==> src/rtl/fa_norm_round.sv <==
// fa_norm_round: final FP-adder stage -- forms the sum from P/G, normalises, rounds to nearest-even and packs the result
// Ports:
//   CLK, RESETn                  clock, asynchronous active-low reset
//   in_valid/in_ready            input handshake (beat taken when both high)
//   in_sign, in_exp, in_add      sign and biased exponent of the larger operand, 1 = effective add
//   in_cin, P, G                 adder carry-in, propagate vector, per-bit carry-out vector
//   out_valid/out_ready          output handshake
//   out_result                   {sign, exp, frac}
//   out_ovf, out_unf, out_inx    overflow to infinity, underflow flushed to zero, inexact
module fa_norm_round #(
    parameter int EW = 8,
    parameter int MW = 23,
    localparam int W  = MW + 4,
    localparam int CW = $clog2(W + 1),
    localparam int XW = EW + 2
) (
    input  logic             CLK,
    input  logic             RESETn,
    input  logic             in_valid,
    output logic             in_ready,
    input  logic             in_sign,
    input  logic [EW-1:0]    in_exp,
    input  logic             in_add,
    input  logic             in_cin,
    input  logic [W-1:0]     P,
    input  logic [W-1:0]     G,
    output logic             out_valid,
    input  logic             out_ready,
    output logic [EW+MW:0]   out_result,
    output logic             out_ovf,
    output logic             out_unf,
    output logic             out_inx
);
    localparam logic signed [XW-1:0] EMAX = XW'((1 << EW) - 1);

    logic adv1, adv2;
    logic [W-1:0] s;
    logic cout;
    logic [CW-1:0] lz;
    logic s1_valid, s1_cout, s1_sign, s1_add;
    logic [W-1:0] s1_s;
    logic [CW-1:0] s1_lz;
    logic [EW-1:0] s1_exp;
    logic [W-1:0] m;
    logic signed [XW-1:0] e_in, e, er;
    logic [W-3:0] mr;
    logic g, rs, up, zero, unf, ovf, inx;
    logic [EW+MW:0] res;

    assign adv2     = !out_valid | out_ready;
    assign adv1     = !s1_valid | adv2;
    assign in_ready = adv1;

    // G[i-1] is the carry into bit i; only an effective add may carry out of the top
    assign s    = P ^ {G[W-2:0], in_cin};
    assign cout = in_add & G[W-1];

    // highest set bit wins because the loop walks upward
    always_comb begin
        lz = CW'(W);
        for (int i = 0; i < W; i++)
            if (s[i]) lz = CW'(W - 1 - i);
    end

    always_comb begin
        e_in = $signed({2'b00, s1_exp});
        // a carry-out shifts right one place, folding the lost bit into sticky
        m    = s1_cout ? ({1'b1, s1_s[W-1:1]} | W'(s1_s[0])) : s1_s << s1_lz;
        e    = s1_cout ? e_in + XW'(1) : e_in - XW'(s1_lz);
        g    = m[2];
        rs   = m[1] | m[0];
        up   = g & (rs | m[3]);
        // mr[W-3] is the rounding carry; the fraction bits are then already zero
        mr   = {1'b0, m[W-1:3]} + (W-2)'(up);
        er   = e + XW'(mr[W-3]);
        zero = !s1_cout && s1_s == '0;
        unf  = !zero && !s1_cout && XW'(s1_lz) >= XW'(s1_exp);
        ovf  = !zero && !unf && (e >= EMAX || er >= EMAX);
        inx  = unf || ovf || (!zero && (g || rs));
        res  = zero ? {s1_add & s1_sign, (EW+MW)'(0)}
             : unf  ? {s1_sign, (EW+MW)'(0)}
             : ovf  ? {s1_sign, {EW{1'b1}}, MW'(0)}
             :        {s1_sign, er[EW-1:0], mr[MW-1:0]};
    end

    always_ff @(posedge CLK or negedge RESETn) begin
        if (!RESETn) begin
            s1_valid   <= 1'b0;
            s1_cout    <= 1'b0;
            s1_sign    <= 1'b0;
            s1_add     <= 1'b0;
            s1_s       <= '0;
            s1_lz      <= '0;
            s1_exp     <= '0;
            out_valid  <= 1'b0;
            out_result <= '0;
            out_ovf    <= 1'b0;
            out_unf    <= 1'b0;
            out_inx    <= 1'b0;
        end else begin
            if (adv1) begin
                s1_valid <= in_valid;
                if (in_valid) begin
                    s1_s    <= s;
                    s1_cout <= cout;
                    s1_lz   <= lz;
                    s1_sign <= in_sign;
                    s1_exp  <= in_exp;
                    s1_add  <= in_add;
                end
            end
            if (adv2) begin
                out_valid <= s1_valid;
                if (s1_valid) begin
                    out_result <= res;
                    out_ovf    <= ovf;
                    out_unf    <= unf;
                    out_inx    <= inx;
                end
            end
        end
    end
endmodule

==> config.mk <==
export PLATFORM = sky130hd
export DESIGN_NAME = fa_norm_round
export DESIGN_NICKNAME = d
export VERILOG_FILES = /design/src/rtl/fa_norm_round.sv
export SDC_FILE = /design/constraint.sdc
export NUM_CORES = 1
export LEC_CHECK = 0
export CAP_MARGIN = 10
export CORE_MARGIN = 10
export CORE_UTILIZATION = 59
export CTS_CLUSTER_DIAMETER = 30
export DETAILED_ROUTE_END_ITERATION = 8
export PLACE_DENSITY = 0.95
export SLEW_MARGIN = 20
export SYNTH_ARGS = -nofsm -noshare
export SYNTH_HDL_FRONTEND = slang
export SYNTH_SLANG_ARGS = --single-unit
==> constraint.sdc <==
create_clock -name CLK -period 10.9 [get_ports CLK]
set_input_delay 2.725 -clock CLK [delete_from_list [all_inputs] [get_ports CLK]]
set_output_delay 2.725 -clock CLK [all_outputs]
set_load 0.01 [all_outputs]
==> metrics.yaml <==
detailed_routing:
  dr.pass1.iters: 6
  vias_per_cell: 6.42
  ant_nets: 0
  initialDrtViolationCount: 538
  drc: 0
  routed_wirelength_um: 18700
  wl_per_cell_um: 20.1
  vias: 5979
timing:
  finalClockSkew_ns: 0.0123
  report.final.slew_viol_count: 0
  fmax_mhz: 148
  hold_viol_final: 0
  worst_pin_slew_ns: 1.19
  setup_tns_ns: 0
  rsz0062_at_grt: "false"
  finalSetupViolCount: 0
  period_needed_ns: 6.78
  fin_crit_sh_pct: 62.2
  max_slew_margin_pct: 19.4
  worst_slack_ns: 4.12
final_layout:
  diodes: 0
  fin_nets: 865
  fillers: 819
  layout_common_cells: "nand2_1, clkdlybuf4s50_1, dfrtp_1"
  final_common_cell: "nand2_1"
  fin_util_pct: 71.5
  synthToLayoutAreaGrowth_pct: 19.1
  drive_above_1_share_pct: 9.73
die:
  start_util_pct: 60.1
  die_w_um: 125
  io_pins: 106
  core_um2: 10800
  rows: 38
  die_h_um: 125
  dieArea_um2: 15600
critical_path:
  crit_path_top_delay_cell: "clkdlybuf4s50_1"
  max_stage_delay_ns: 0.60
  endpoint_kind: "primary output"
  crit_chain: "clkdlybuf4s50_1, nand3b_1, clkdlybuf4s50_1"
  critPathKind: "in2out"
  cp.required_ns: 8.18
  crit_buf_inv: 2
  cp_top_family: "buffers and inverters"
  worstPathMaxFanout: 4
  crit_arrival_ns: 4.05
  start_kind: "input port"
  cpMostUsedCell: "clkdlybuf4s50_1"
  r2r_slack_ns: 5.10
synthesis:
  synthCells: 708
  synth-compound-area-share_pct: 17.8
  synthXorXnorAreaFrac_pct: 7.94
  synthMuxAreaShare_pct: 18.3
  synthesis.nets: 787
  synth.cell_area_um2: 6510
  synth_top_family_by_area: "simple AND/OR/NAND/NOR gates"
  async_reset_ff_share_pct: 100
  ys_seq_elements: 80
  synth-edff-count: 0
  yosys_warnings: 0
  synth_flop_cell: "dfrtp_1"
  syn_area_per_cell_um2: 9.20
  synthSimpleGateAreaFrac_pct: 18.7
  seq_area_frac_synth_pct: 30.7
  synth-adder-area-share_pct: 2.04
  yosys.cell_types.count: 82
clock_tree:
  insertion_delay_ns: 0.38
  path_clk_slew_ns: 0.09
  clock_path_buffers: 2
  hold_buffers: 0
  numCtsBuffers: 9
  ctsRootBufferMaster: "clkbuf_8"
  post_cts_buffers: 0
  post_cts_resized: 0
  cts.htree.levels: 3
  cts_tree: "yes"
  clock-sinks: 80
pwr:
  power_frac_comb_pct: 48.9
  vdd_drop_max_mv: 0.0969
  p_per_area_nw_per_um2: 173
  intPower_w: 0.000802
  clkPwrFrac_pct: 17.1
  p_leak_nw: 3.09
  p_sw_share_pct: 40.2
  p_seq_share_pct: 34.0
  p_switching_w: 0.000540
placed_design:
  io_buffers: 105
  gp_congestion: 0.953
  dpl.hpwl_um: 14800
  place_ws_ns: 4.18
job:
  max-cap-violations: 0
global_routing:
  grt_usage_pct: 23.4
  antenna_found_initial: 0
  grt_pass1_wl_um: 30800
  grt_start_max_net_pins: 81
  grt_pass1_vias: 5869
  grt-ovfl-total: 0
worst_hold_path:
  worstHoldPathType: "reg2reg"
status:
  status: "finished clean"
==> through the flow <==
stage,instances,total power [W],cell area [µm²],hold slack (ns)
floorplan,708,0.000856,6510,0.457
global placement,915,0.00108,7540,0.450
detailed placement,915,0.00111,7540,0.456
CTS,931,0.00134,7750,0.476
global route,931,0.00142,7750,0.525
finish,931,0.00134,7750,0.474
==> sequential cells by signal, indices dropped and copies added (netlist names), 5 cells and up <==
register    flops
s1_lz           5
s1_s           27
s1_exp          8
out_result     32
==> cell usage after synthesis, types with 3 or more instances <==
cell type	number	area share, %
nand2_1	109	6.3
and2_1	7	0.67
buf_2	8	0.61
o21ai_1	9	0.69
nand2b_1	11	1.1
a21o_1	5	0.58
a22o_1	6	0.81
nor3b_1	3	0.35
a32o_1	3	0.46
a31oi_1	4	0.38
o21ai_0	57	4.4
o31ai_1	6	0.69
ha_1	9	1.7
nor4_1	9	0.86
a21oi_1	23	1.8
mux4_2	11	3.8
o21a_1	6	0.69
xnor2_1	36	4.8
clkbuf_1	26	1.5
buf_6	3	0.52
or3_1	4	0.38
mux2_2	25	4.3
o22ai_1	4	0.38
nor2b_1	5	0.48
a221o_1	4	0.61
nand4_1	7	0.67
mux2i_1	32	4.9
and3_1	9	0.86
inv_1	13	0.75
dfrtp_1	80	31
nor3_1	12	0.92
nor2_1	37	2.1
o221ai_1	3	0.40
nand3_1	14	1.1
o41ai_1	3	0.40
a22oi_1	7	0.81
xor2_1	23	3.1
mux4_1	13	5.2
a32oi_1	4	0.54
==> worst reg2reg max path: stages, from the launching register on <==
cell,delay (ns)
dfrtp_2,1.06
mux4_1,0.48
mux2_2,0.17
nor2_1,0.04
o41ai_1,0.72
nor4b_4,0.50
nand4_1,0.15
nor3_1,0.24
ha_1,0.21
ha_1,0.28
inv_1,0.09
o211a_1,0.23
a221oi_1,0.35
and3_1,0.23
and3_1,0.21
a211o_1,0.50
o21ai_0,0.20
==> routing by layer <==
metal  global-route usage, %  part of all wire, %
met1                    31.0                   42
met2                    36.4                   47
met3                    4.77                  7.7
met4                    10.3                  2.8
met5                       0                    0
==> cells by family (layout without fill, tap and decap cells) <==
family / Yosys count / count (layout)
AND/OR/NAND/NOR: 245 / 245
buffers and inverters: 59 / 142
adder cells (fa/ha/maj): 10 / 10
XOR/XNOR: 59 / 59
flip-flops: 80 / 80
AO/OA/AOI/OAI: 174 / 174
multiplexers: 81 / 81
==> worst paths after layout <==
kind,cells past startpoint,start,end
setup / recovery,3,out_ready,in_ready
hold / removal,2,out_result[28]$_DFFE_PN0P_,out_result[28]$_DFFE_PN0P_
setup reg to reg,16,s1_lz[1]$_DFFE_PN0P_,out_result[0]$_DFFE_PN0P_
hold reg to reg,2,out_result[28]$_DFFE_PN0P_,out_result[28]$_DFFE_PN0P_
max in group asynchronous,1,RESETn,s1_lz[1]$_DFFE_PN0P_
min in group asynchronous,1,RESETn,s1_add$_DFFE_PN0P_
==> power groups by stage <==
stage	Sequential, W	Combinational (W)	Clock (W)
6_report	0.000456	0.000657	0.000230
5_1_grt	0.000466	0.000711	0.000243
4_1_cts	0.000454	0.000654	0.000231
3_5_place_dp	0.000460	0.000651	0
3_3_place_gp	0.000452	0.000630	0
2_1_floorplan	0.000445	0.000410	0
==> final cells by class <==
class | instances | area [µm²] | area share (%)
clock inverter | 6 | 67.6 | 0.872
timing repair buffer | 109 | 1080 | 13.9
tap | 140 | 175 | 2.26
sequential | 80 | 2000 | 25.8
inverter | 17 | 63.8 | 0.823
clock buffer | 10 | 138 | 1.78
multi-input combinational | 569 | 4230 | 54.5
(Power assumes the default switching activity.)
